## config.mk

```make
export PLATFORM = sky130hd
export DESIGN_NAME = mux_cfg_ctrl
export DESIGN_NICKNAME = d
export VERILOG_FILES = /design/src/rtl/mux_cfg_pkg.sv /design/src/rtl/mux_cfg_seq.sv /design/src/rtl/mux_cfg_ctrl.sv
export SDC_FILE = /design/constraint.sdc
export NUM_CORES = 1
export LEC_CHECK = 0
export BUFFER_PORTS_ARGS = -buffer_cell sky130_fd_sc_hd__clkbuf_2
export CORE_MARGIN = 3
export CORE_UTILIZATION = 47
export DETAILED_ROUTE_END_ITERATION = 8
export GPL_TIMING_DRIVEN = 0
export PLACE_DENSITY = 0.85
export SYNTH_ARGS = -nofsm -noshare
export SYNTH_HDL_FRONTEND = slang
export SYNTH_SLANG_ARGS = --single-unit
```

## constraint.sdc

```tcl
create_clock -name wb_clk_i -period 2.6 [get_ports wb_clk_i]
set_input_delay 0.13 -clock wb_clk_i [delete_from_list [all_inputs] [get_ports wb_clk_i]]
set_output_delay 0.13 -clock wb_clk_i [all_outputs]
set_load 0.02 [all_outputs]
```

## src/rtl/mux_cfg_pkg.sv

```systemverilog
// Shared types and constants for the pad-array configuration controller.
package mux_cfg_pkg;

  localparam int unsigned CFG_W     = 4;
  localparam int unsigned GUARD_W   = 8;
  localparam int unsigned WB_W      = 32;
  localparam int unsigned REG_SEL_W = 2;

  typedef enum logic [1:0] {
    ST_IDLE   = 2'd0,
    ST_PRE    = 2'd1,
    ST_SWITCH = 2'd2,
    ST_POST   = 2'd3
  } state_e;

  localparam logic [REG_SEL_W-1:0] REG_CONFIG = REG_SEL_W'(0);
  localparam logic [REG_SEL_W-1:0] REG_STATUS = REG_SEL_W'(1);
  localparam logic [REG_SEL_W-1:0] REG_GUARD  = REG_SEL_W'(2);
  localparam logic [REG_SEL_W-1:0] REG_RSVD   = REG_SEL_W'(3);

  localparam logic [CFG_W-1:0] CFG_MAX = CFG_W'(3);

  localparam int unsigned ST_BUSY_BIT = 2;
  localparam int unsigned ST_ERR_BIT  = 3;

  // CONFIG register read layout
  typedef struct packed {
    logic [22:0]      rsvd;
    logic             pend_vld;
    logic [CFG_W-1:0] pend;
    logic [CFG_W-1:0] active;
  } cfg_rd_t;

  // STATUS register read layout
  typedef struct packed {
    logic [27:0] rsvd;
    logic        err;
    logic        busy;
    logic [1:0]  state;
  } status_rd_t;

  function automatic logic cfg_ok(input logic [CFG_W-1:0] cfg);
    return cfg <= CFG_MAX;
  endfunction

endpackage

```

## src/rtl/mux_cfg_seq.sv

```systemverilog
// Switch sequencer: guard-window FSM, guard counter and active/target configuration.
module mux_cfg_seq
  import mux_cfg_pkg::*;
#(
  parameter logic [CFG_W-1:0] RESET_CFG = '0
) (
  input  logic               clk,
  input  logic               rst_n,
  input  logic               pend_vld,
  input  logic [CFG_W-1:0]   pend,
  input  logic [GUARD_W-1:0] guard,
  output logic               take_c,
  output logic [1:0]         state,
  output logic [CFG_W-1:0]   active,
  output logic               blank,
  output logic               busy
);

  state_e             st, st_d;
  logic [GUARD_W-1:0] cnt, cnt_d;
  logic [CFG_W-1:0]   tgt, tgt_d;
  logic [CFG_W-1:0]   act_d;

  assign state = st;

  // Each guard phase lasts exactly `guard` cycles; a zero guard skips PRE/POST entirely.
  always_comb begin
    st_d   = st;
    cnt_d  = cnt;
    tgt_d  = tgt;
    act_d  = active;
    take_c = 1'b0;
    case (st)
      ST_IDLE: begin
        if (pend_vld) begin
          take_c = 1'b1;
          if (pend != active) begin
            tgt_d = pend;
            if (guard == '0) begin
              st_d = ST_SWITCH;
            end else begin
              st_d  = ST_PRE;
              cnt_d = guard - GUARD_W'(1);
            end
          end
        end
      end
      ST_PRE: begin
        if (cnt == '0) st_d = ST_SWITCH;
        else           cnt_d = cnt - GUARD_W'(1);
      end
      ST_SWITCH: begin
        act_d = tgt;
        if (guard == '0) begin
          st_d = ST_IDLE;
        end else begin
          st_d  = ST_POST;
          cnt_d = guard - GUARD_W'(1);
        end
      end
      ST_POST: begin
        if (cnt == '0) st_d = ST_IDLE;
        else           cnt_d = cnt - GUARD_W'(1);
      end
      default: st_d = ST_IDLE;
    endcase
  end

  // Blank/busy are registered from the next state so they track the FSM exactly.
  always_ff @(posedge clk or negedge rst_n) begin
    if (!rst_n) begin
      st     <= ST_IDLE;
      cnt    <= '0;
      tgt    <= RESET_CFG;
      active <= RESET_CFG;
      blank  <= 1'b0;
      busy   <= 1'b0;
    end else begin
      st     <= st_d;
      cnt    <= cnt_d;
      tgt    <= tgt_d;
      active <= act_d;
      blank  <= (st_d != ST_IDLE);
      busy   <= (st_d != ST_IDLE);
    end
  end

endmodule

```

## src/rtl/mux_cfg_ctrl.sv

```systemverilog
// Wishbone-slave controller for the shared v_line configuration bus with
// pad-OE blanking around every configuration switch.
module mux_cfg_ctrl
  import mux_cfg_pkg::*;
#(
  parameter logic [31:0] BASE_ADDR = 32'h3000_0000,
  parameter logic [3:0]  RESET_CFG = 4'd0,
  parameter logic [7:0]  GUARD_RST = 8'd4
) (
  input  logic        wb_clk_i,
  input  logic        wb_rst_ni,
  input  logic        wbs_stb_i,
  input  logic        wbs_cyc_i,
  input  logic        wbs_we_i,
  input  logic [3:0]  wbs_sel_i,
  input  logic [31:0] wbs_adr_i,
  input  logic [31:0] wbs_dat_i,
  output logic        wbs_ack_o,
  output logic [31:0] wbs_dat_o,
  output logic [3:0]  configuration_o,
  output logic        blank_o,
  output logic        busy_o
);

  logic                 hit, acc, wr;
  logic                 wr_cfg, wr_status, wr_guard;
  logic [REG_SEL_W-1:0] reg_sel;
  logic [CFG_W-1:0]     new_cfg;
  logic                 new_ok;
  logic [WB_W-1:0]      rd_data;

  logic [CFG_W-1:0]     pend;
  logic                 pend_vld;
  logic                 err;
  logic [GUARD_W-1:0]   guard;
  logic                 take_c;
  logic [1:0]           seq_state;
  logic                 seq_busy;

  cfg_rd_t              cfg_rd;
  status_rd_t           status_rd;

  logic                 unused_ok;
  assign unused_ok = ^{wbs_sel_i[3:1], wbs_adr_i[1:0], wbs_dat_i[31:8], seq_busy};

  // Decode: one access per two cycles because ack must be low to accept.
  assign hit       = (wbs_adr_i[31:4] == BASE_ADDR[31:4]);
  assign acc       = wbs_stb_i & wbs_cyc_i & ~wbs_ack_o & hit;
  assign wr        = acc & wbs_we_i & wbs_sel_i[0];
  assign reg_sel   = wbs_adr_i[3:2];
  assign wr_cfg    = wr && (reg_sel == REG_CONFIG);
  assign wr_status = wr && (reg_sel == REG_STATUS);
  assign wr_guard  = wr && (reg_sel == REG_GUARD);
  assign new_cfg   = wbs_dat_i[CFG_W-1:0];
  assign new_ok    = cfg_ok(new_cfg);

  always_comb begin
    cfg_rd    = '{rsvd: '0, pend_vld: pend_vld, pend: pend, active: configuration_o};
    status_rd = '{rsvd: '0, err: err, busy: busy_o, state: seq_state};
    rd_data   = '0;
    case (reg_sel)
      REG_CONFIG: rd_data = cfg_rd;
      REG_STATUS: rd_data = status_rd;
      REG_GUARD:  rd_data = {{(WB_W-GUARD_W){1'b0}}, guard};
      REG_RSVD:   rd_data = '0;
      default:    rd_data = '0;
    endcase
  end

  always_ff @(posedge wb_clk_i or negedge wb_rst_ni) begin
    if (!wb_rst_ni) begin
      wbs_ack_o <= 1'b0;
      wbs_dat_o <= '0;
    end else begin
      wbs_ack_o <= acc;
      wbs_dat_o <= (acc && !wbs_we_i) ? rd_data : '0;
    end
  end

  // A fresh write beats the sequencer consuming the previous request.
  always_ff @(posedge wb_clk_i or negedge wb_rst_ni) begin
    if (!wb_rst_ni) begin
      pend     <= '0;
      pend_vld <= 1'b0;
      err      <= 1'b0;
      guard    <= GUARD_RST;
    end else begin
      if (wr_cfg && new_ok) begin
        pend     <= new_cfg;
        pend_vld <= 1'b1;
      end else if (take_c) begin
        pend_vld <= 1'b0;
      end
      if (wr_cfg && !new_ok) begin
        err <= 1'b1;
      end else if (wr_status && wbs_dat_i[ST_ERR_BIT]) begin
        err <= 1'b0;
      end
      if (wr_guard) begin
        guard <= wbs_dat_i[GUARD_W-1:0];
      end
    end
  end

  mux_cfg_seq #(
    .RESET_CFG (RESET_CFG)
  ) u_seq (
    .clk      (wb_clk_i),
    .rst_n    (wb_rst_ni),
    .pend_vld (pend_vld),
    .pend     (pend),
    .guard    (guard),
    .take_c   (take_c),
    .state    (seq_state),
    .active   (configuration_o),
    .blank    (blank_o),
    .busy     (seq_busy)
  );

  assign busy_o = seq_busy;

endmodule
```

Yosys cells after proc, flatten, opt, wreduce, memory -nomap -nowiden
Cells that the tools add are included.
{"block": "totals", "wordCells": 70, "register_bits": 66, "mem_bits_ro": 0, "ramBits": 0, "memories": 0, "in_bits": 73, "latchBits": 0}
{"block": "op_classes", "bitwise_logic": 6, "shift": 0, "muxes": 20, "n_reduce_logical": 19, "n_lt_le_gt_ge": 1, "multipliers": 0, "div": 0, "addsub": 2, "eq_ne": 11}
{"operator": "$pmux W32 S4", "count": 1}
{"operator": "$mux W32", "count": 1}
{"operator": "$mux W8", "count": 4}
{"operator": "$eq A28 B26 Y1 const B", "count": 1}
{"operator": "$pmux W8 S3", "count": 1}
{"operator": "$logic_not A8 Y1", "count": 2}
{"operator": "$sub A8 B1 Y8 const B", "count": 2}
{"operator": "$mux W2", "count": 6}
{"operator": "$eq A2 B2 Y1 const B", "count": 4}
{"operator": "$pmux W2 S4", "count": 1}
{"operator": "$logic_and A1 B1 Y1", "count": 7}
{"operator": "$mux W1", "count": 6}
{"operator": "$reduce_and A3 Y1", "count": 2}
{"operator": "$reduce_bool A2 Y1", "count": 3}
{"operator": "$and A1 B1 Y1", "count": 5}
{"operator": "$eq A2 B1 Y1 const B", "count": 2}
{"operator": "$le A4 B2 Y1 const B", "count": 1}
{"operator": "$logic_not A2 Y1", "count": 2}
{"operator": "$ne A2 B2 Y1 const B", "count": 2}
{"operator": "$ne A4 B4 Y1", "count": 1}
{"operator": "$logic_not A1 Y1", "count": 2}
{"operator": "$ne A2 B1 Y1 const B", "count": 1}
{"operator": "$reduce_or A2 Y1", "count": 1}
{"operator": "$not A1 Y1", "count": 1}

Longest topological paths before layout
Gate-level depths: netlist of run 1.
{"block": "logic_depth", "depth_word": 9, "ltp_mapped": 9, "ltp_nobuf": 6}

Cells and area by module
A second synthesis of run 1 with hierarchy kept.
{"block": "hier_totals", "hier_cells": 220, "hier_area_um2": 2401.1}
{"module": "mux_cfg_ctrl", "area_each_um2": 1265.0, "n_inst": 1, "cells_each": 114}
{"module": "mux_cfg_seq", "area_each_um2": 1136.1, "n_inst": 1, "cells_each": 106}

Worst setup path before layout of run 1
OpenSTA, ideal clock, no wires.
{"block": "synth_timing", "kind": "register to register", "from": "register wbs_ack_o", "to": "register guard[0]", "path_stages_with_launch": 6, "setup_slack_ns": 0.420, "t_arrival_ns": 2.055, "period_less_slack_ns": 2.180, "path_buffers": 0, "path_cell_list": "dfrtp_1 > nor4bb_1 > nand4_1 > or3_4 > nor4_4 > mux2_2"}
{"block": "synth_between", "elab_chain_cells": 6}
{"item": "from (decl)", "line_no": "mux_cfg_ctrl.sv:18", "text": "output logic wbs_ack_o,"}
{"item": "from (signal assigned)", "line_no": "mux_cfg_ctrl.sv:72", "text": "wbs_ack_o <= 1'b0;"}
{"item": "from (signal assigned)", "line_no": "mux_cfg_ctrl.sv:75", "text": "wbs_ack_o <= acc;"}
{"item": "$not A1 Y1", "line_no": "mux_cfg_ctrl.sv:48", "text": "assign acc = wbs_stb_i & wbs_cyc_i & ~wbs_ack_o & hit;"}
{"item": "$and A1 B1 Y1 (2 in a row)", "line_no": "mux_cfg_ctrl.sv:48"}
{"item": "$and A1 B1 Y1 (2 in a row)", "line_no": "mux_cfg_ctrl.sv:49", "text": "assign wr = acc & wbs_we_i & wbs_sel_i[0];"}
{"item": "$logic_and A1 B1 Y1", "line_no": "mux_cfg_ctrl.sv:53", "text": "assign wr_guard = wr && (reg_sel == REG_GUARD);"}
{"item": "to (signal assigned)", "line_no": "mux_cfg_ctrl.sv:100", "text": "guard <= wbs_dat_i[GUARD_W-1:0];"}
{"item": "to (decl)", "line_no": "mux_cfg_ctrl.sv:35", "text": "logic [GUARD_W-1:0] guard;"}
No other way between the ends.
A chain may end at the register's enable or synchronous reset.

Worst setup path in the final report of run 1
{"block": "layout_timing", "from": "register wbs_ack_o", "to": "register guard[6]"}
The elaborated chain is that of the path after synthesis.

==> results.md, run 1 <==
* DR DRC count at 0
* Req. time, crit path at 2790 ps
* Critical-path maximum fanout at 8
* Initial antenna violation count at 0
* GRT Total Usage at 19.6%
* Non-Filler Instances at 381
* CTS Buf Count at 5
* Die ar. at 5990 um^2
* F_max at 419 MHz
* CTS Root Cell: clkbuf_8
* Post-synth EDFFs at 0
* Ant diodes at 0
* Unrepaired setup endpoints after global routing: no
* Total grt overflow at 0
* Min Tclk post-route at 2390 ps
* Drt first pass iters at 4
* Number of clock sinks at 43
* Yosys warns at 0
* Area Growth Syn to Fin at 23.9%
* Final WL at 5.48 mm
* Chip width at 77.4 um
* Synth Cell Area at 2400 um^2
* Main synth FF type: dfrtp_1
* Critical Path AT at 2580 ps
* Post-synthesis sequential area ratio at 44.9%
* Input/output buffers at 57
* Vias per inst at 5.26
* VDD IR max at 0.299 mV
* Vias in the first global route at 1,955
* Number of DRC markers in iteration 0 at 114
* Die Height at 77.4 um
* Slew @ Worst Pin at 1030 ps
* Bufs on Longest Clock Path at 2
* Status: complete, no violations
* MaxCap Viol Count at 0
* TritonCTS clock tree: done
* Core area at 4820 um^2
* Reg clk slew, reported paths at 80 ps
* First-pass GRT wire length at 9.35 mm
* Share of cells above drive strength 1 at 37.3%
* GP Congestion at 0.864
* Worst Setup End Kind: register
* Leak at 1.58 nW
* Initial Util at 49.8%
* Reg-to-reg setup timing slack at 210 ps
* Period utilisation layout at 91.8%
* Standard-cell rows at 25
* Largest net degree at the start of global routing at 44
* Endpoints failing setup at 0
* Worst setup SP type: register
* Final-report max-slew violation count at 0
* Dpl cells at 373
* Tightest Hold Check Type: in -> async
* Syn Inst Count at 227
* Power Density at 447 nW/um^2
* Boundary Pins at 112
* Final Hold Fails at 0
* Synthesized flop and latch total at 43
* Crit Path Category: reg -> reg
* Final ANT Viol Nets at 0
* Syn Area/Cell at 10.6 um^2
* Nets at 387
* Setup TNS Final at 0 ps
* CTS H-tree lvls at 2
* Dpl hpwl at 4.22 mm
* Yosys cell types at 47
* Rel. slew slack at 31.3%
* Clock Skew at 2.66 ps
* Async S/R FF share, synth at 100%
* Drt wl/cell at 14.4 um
* Clk_lat worst skew at 300 ps
* Vias at 2,004
==> final timing paths <==
path / start / end / cells after the start
min in group wb_clk_i: wbs_dat_i[5] / guard[5] / 2
max reg2reg: wbs_ack_o / guard[6] / 5
max in group asynchronous: wb_rst_ni / pend[3] / 1
max: wbs_ack_o / guard[6] / 5
min: wb_rst_ni / u_seq.cnt[6] / 1
min reg2reg: u_seq.tgt[2] / u_seq.active[2] / 1
==> cells in the final DEF (no fill, tap or decap), types with 2 or more instances in the layout <==
cell      synthesis  final
a22o_1            2      2
a21oi_1           7      7
mux2_2           19     19
buf_4            24     24
or4_1             3      3
conb_1            1     23
nor3_1           10     10
xor2_1            6      6
nand3_1           3      3
nor2_1           17     17
o21ai_0           7      7
xnor2_1           3      3
nand2_1           6      6
clkbuf_8          0      6
o211ai_1          2      2
clkbuf_2          0     59
and3_1            2      2
dfrtp_1          42     42
nor4_1           13     13
o221ai_1          5      5
a211o_1           2      2
nand3b_1          3      3
and2_1            2      2
clkbuf_1          5      5
mux2i_1          13     13
inv_1             6      6
==> kinds of logic after synthesis <==
family | Yosys count | synth area share, %
AO/OA/AOI/OAI | 33 | 10.1
XOR/XNOR | 9 | 3.29
adder cells (fa/ha/maj) | 1 | 0.522
buffers and inverters | 38 | 9.76
flip-flops | 43 | 44.9
multiplexers | 32 | 14.4
other | 1 | 0.156
AND/OR/NAND/NOR | 70 | 16.9
==> report_power, final <==
part	internal (mW)	switching, mW	leakage (nW)
logic	0.0513	0.0692	0.920
registers	0.668	0.00000000123	0.597
clock network	0.311	0.227	0.0612
total	1.03	0.296	1.58
==> final cells by class <==
cell class / count / area, um^2
fillers: 421 / 1850
flip-flops and latches: 43 / 1080
inverters: 6 / 22.5
plain buffers: 32 / 214
well taps: 67 / 83.8
multi-input cells: 168 / 1170
repair buffers: 57 / 285
clock buffers: 6 / 82.6
clock inverters: 2 / 35.0
==> registers in the layout, indices dropped and copies added (netlist names) <==
name and cells:
u_seq.blank 1, u_seq.tgt 4, pend_vld 1, u_seq.active 4, u_seq.state 2, wbs_dat_o 9
u_seq.cnt 8, err 1, wbs_ack_o 1, guard 8, pend 4
==> critical path, cell delays in order, from the launching register on <==
cell	delay [ps]
dfrtp_1	390
nor4bb_1	280
nand4_1	170
or3_4	440
nor4_4	580
mux2_2	410
==> cell usage after synthesis (2+ instances only) <==
library cell / count / share of area (%)
o221ai_1: 5 / 1.8
nor2_1: 17 / 2.7
xor2_1: 6 / 2.2
xnor2_1: 3 / 1.1
o21ai_0: 7 / 1.5
clkbuf_1: 5 / 0.78
inv_1: 6 / 0.94
nand3_1: 3 / 0.63
or4_1: 3 / 0.94
and2_1: 2 / 0.52
buf_4: 24 / 7.5
a22o_1: 2 / 0.73
o211ai_1: 2 / 0.63
nand3b_1: 3 / 0.94
nor3_1: 10 / 2.1
nand2_1: 6 / 0.94
a21oi_1: 7 / 1.5
dfrtp_1: 42 / 44
mux2i_1: 13 / 5.4
mux2_2: 19 / 8.9
and3_1: 2 / 0.52
a211o_1: 2 / 0.73
nor4_1: 13 / 3.4
buf_1: 2 / 0.31
==> stage by stage <==
| stage | setup WS [ps] | hold slack (ps) | power, mW | cell area, um^2 | util, % |
|---|---|---|---|---|---|
| after floorplan | 420 | -166 | 0.753 | 2480 | - |
| after global placement | 174 | 353 | 0.800 | 2850 | 59.1 |
| after detailed placement | 102 | 368 | 0.802 | 2850 | 59.1 |
| after CTS | 64.3 | 40.3 | 1.34 | 2970 | 61.6 |
| after global routing | 62.1 | 69.6 | 1.38 | 2970 | 61.6 |
| final | 214 | 0.405 | 1.33 | 2970 | 61.6 |
==> timing repair <==
action / CTS / global route
hold buffers: 0 / 0
buffers inserted: 0 / 0
endpoints found under the hold margin: 0 / 0
gates resized for setup: 0 / 2
setup endpoints to repair: 0 / 3
==> per-layer routing <==
layer  part of all wire, %  vias to the layer above  global-route usage [%]
li1                      -                      956                       -
met1                    44                      955                    23.9
met2                    48                       84                    32.9
met3                   6.4                        9                    4.18
met4                   2.2                        0                    9.25
met5                     0                        -                       0
Note: power is estimated with default switching activity, not from simulation.
==> run 2: changes to the inputs <==
--- a/config.mk
+++ b/config.mk
@@ -6,11 +6,11 @@
 export NUM_CORES = 1
 export LEC_CHECK = 0
 export BUFFER_PORTS_ARGS = -buffer_cell sky130_fd_sc_hd__clkbuf_2
-export CORE_MARGIN = 3
 export CORE_UTILIZATION = 47
 export DETAILED_ROUTE_END_ITERATION = 8
 export GPL_TIMING_DRIVEN = 0
 export PLACE_DENSITY = 0.85
+export SLEW_MARGIN = 20
 export SYNTH_ARGS = -nofsm -noshare
 export SYNTH_HDL_FRONTEND = slang
 export SYNTH_SLANG_ARGS = --single-unit
==> results.md, run 2 (synthesized netlist as in run 1, its figures left out) <==
* Largest net degree at the start of global routing at 44
* First-pass GRT wire length at 8.65 mm
* Reg-to-reg setup timing slack at 230 ps
* Setup TNS Final at 0 ps
* Final Hold Fails at 42
* Initial Util at 49.8%
* Max FFs per register at 9
* Critical Path AT at 2550 ps
* Ant diodes at 0
* Boundary Pins at 112
* Fillcell total at 414
* Leak at 1.57 nW
* Slew @ Worst Pin at 913 ps
* Period utilisation layout at 91.0%
* Share of cells above drive strength 1 at 36.9%
* Core area at 4820 um^2
* Die Height at 73.4 um
* F_max at 423 MHz
* Largest registers: wbs_dat_o (9), guard (8), u_seq.cnt (8)
* Crit Path Category: reg -> reg
* Drt first pass iters at 4
* MaxCap Viol Count at 0
* Status: finished with violations
* TritonCTS clock tree: done
* Largest register by flop count: wbs_dat_o
* Number of DRC markers in iteration 0 at 117
* R2r startpoint: wbs_ack_o
* Worst Reg-to-Reg Cells at 5
* Post-CTS setup buffer count at 0
* Reg clk slew, reported paths at 70 ps
* Vias in the first global route at 1,889
* Most frequent cells in the layout: 58 x clkbuf_2, 42 x dfrtp_1, 24 x buf_4
* Min Tclk post-route at 2370 ps
* Pre-CTS setup slack at 113 ps
* Worst hold margin at -42.5 ps
* Clock Skew at 3.90 ps
* Number of clock sinks at 43
* GP Congestion at 0.925
* Vias at 2,001
* Final worst setup slack at 233 ps
* Worst Setup End Kind: register
* Tightest Hold Check Type: in -> async
* CTS Root Cell: clkbuf_8
* Drt wl/cell at 13.5 um
* Die ar. at 5390 um^2
* Total grt overflow at 0
* Nets at 387
* Req. time, crit path at 2780 ps
* Initial antenna violation count at 0
* Critical-path maximum fanout at 8
* Multi-input gate area in the final layout at 1170 um^2
* CTS Buf Count at 5
* Standard-cell rows at 25
* Violated checks: hold timing
* RR Endpoint: guard[0]
* Final WL at 5.15 mm
* CTS H-tree lvls at 2
* Power Density at 420 nW/um^2
* Final ANT Viol Nets at 0
* VDD IR max at 0.373 mV
* Final-report max-slew violation count at 0
* Chip width at 73.4 um
* Area Growth Syn to Fin at 23.1%
* Most common cell after layout, fill and taps aside: clkbuf_2
* DR DRC count at 0
* GRT Total Usage at 21.3%
* Unrepaired setup endpoints after global routing: no
* Worst setup SP type: register
* Bufs on Longest Clock Path at 2
* Dpl hpwl at 3.98 mm
* Clk_lat worst skew at 290 ps
* Hold Buf Count CTS at 0
* Input/output buffers at 57
* CP Launch Point: wbs_ack_o
* Rel. slew slack at 39.1%
* Vias per inst at 5.25
* Register Area at 1080 um^2
* Endpoints failing setup at 0
==> run 2: changes by cell type in the layout (fill, tap and decap cells not counted), sizes merged <==
cell	before	now
clkinv	1	0
clkbuf	70	71
bufinv	1	0
buf	25	26
==> run 2: final cells by class <==
class | count | share of cell area [%]
timing repair buffer | 57 | 9.67
buffer | 32 | 7.25
clock buffer | 8 | 3.39
tap | 67 | 2.84
inverter | 6 | 0.763
multi-input combinational | 168 | 39.6
sequential | 43 | 36.5
==> run 2: how the worst max path moves through the flow <==
| stage | slack, ps | depth (start not counted) | endpoint |
|---|---|---|---|
| after floorplan | 420 | 5 | guard[0] |
| after global placement | 160 | 9 | u_seq.cnt[4] |
| after detailed placement | 110 | 9 | u_seq.cnt[4] |
| after CTS | 90 | 9 | u_seq.cnt[4] |
| after global routing | 110 | 5 | guard[0] |
| final | 230 | 5 | guard[0] |
==> run 2: worst max-delay path, cell delays in order (launching register included) <==
cell,delay (ps)
dfrtp_1,390
nor4bb_1,280
nand4_1,170
or3_4,440
nor4_4,570
mux2_2,400
==> run 2: metrics by stage <==
stage | instances | power [mW] | util, % | instance area [um^2]
detailed placement | 373 | 0.802 | 59.1 | 2850
global route | 381 | 1.30 | 61.3 | 2950
floorplan | 249 | 0.753 | - | 2480
finish | 381 | 1.24 | 61.3 | 2950
CTS | 381 | 1.26 | 61.2 | 2950
global placement | 373 | 0.800 | 59.1 | 2850
==> run 2: report_power, final <==
part	internal, mW	switching (mW)
Combinational	0.0514	0.0686
Sequential	0.668	0.00000000124
Clock	0.242	0.210
==> run 2: per-layer routing <==
metal	track usage (%)	up-vias	share of wire, %
li1	-	957	-
met1	27.4	936	43
met2	34.9	93	47
met3	4.25	15	7.3
met4	9.62	0	2.6
met5	0	-	0
==> run 2: repair_timing <==
item                                   4_1_cts  5_1_grt
endpoints found under the hold margin        0        0
gates resized for setup                      0        2
setup endpoints to repair                    0        3
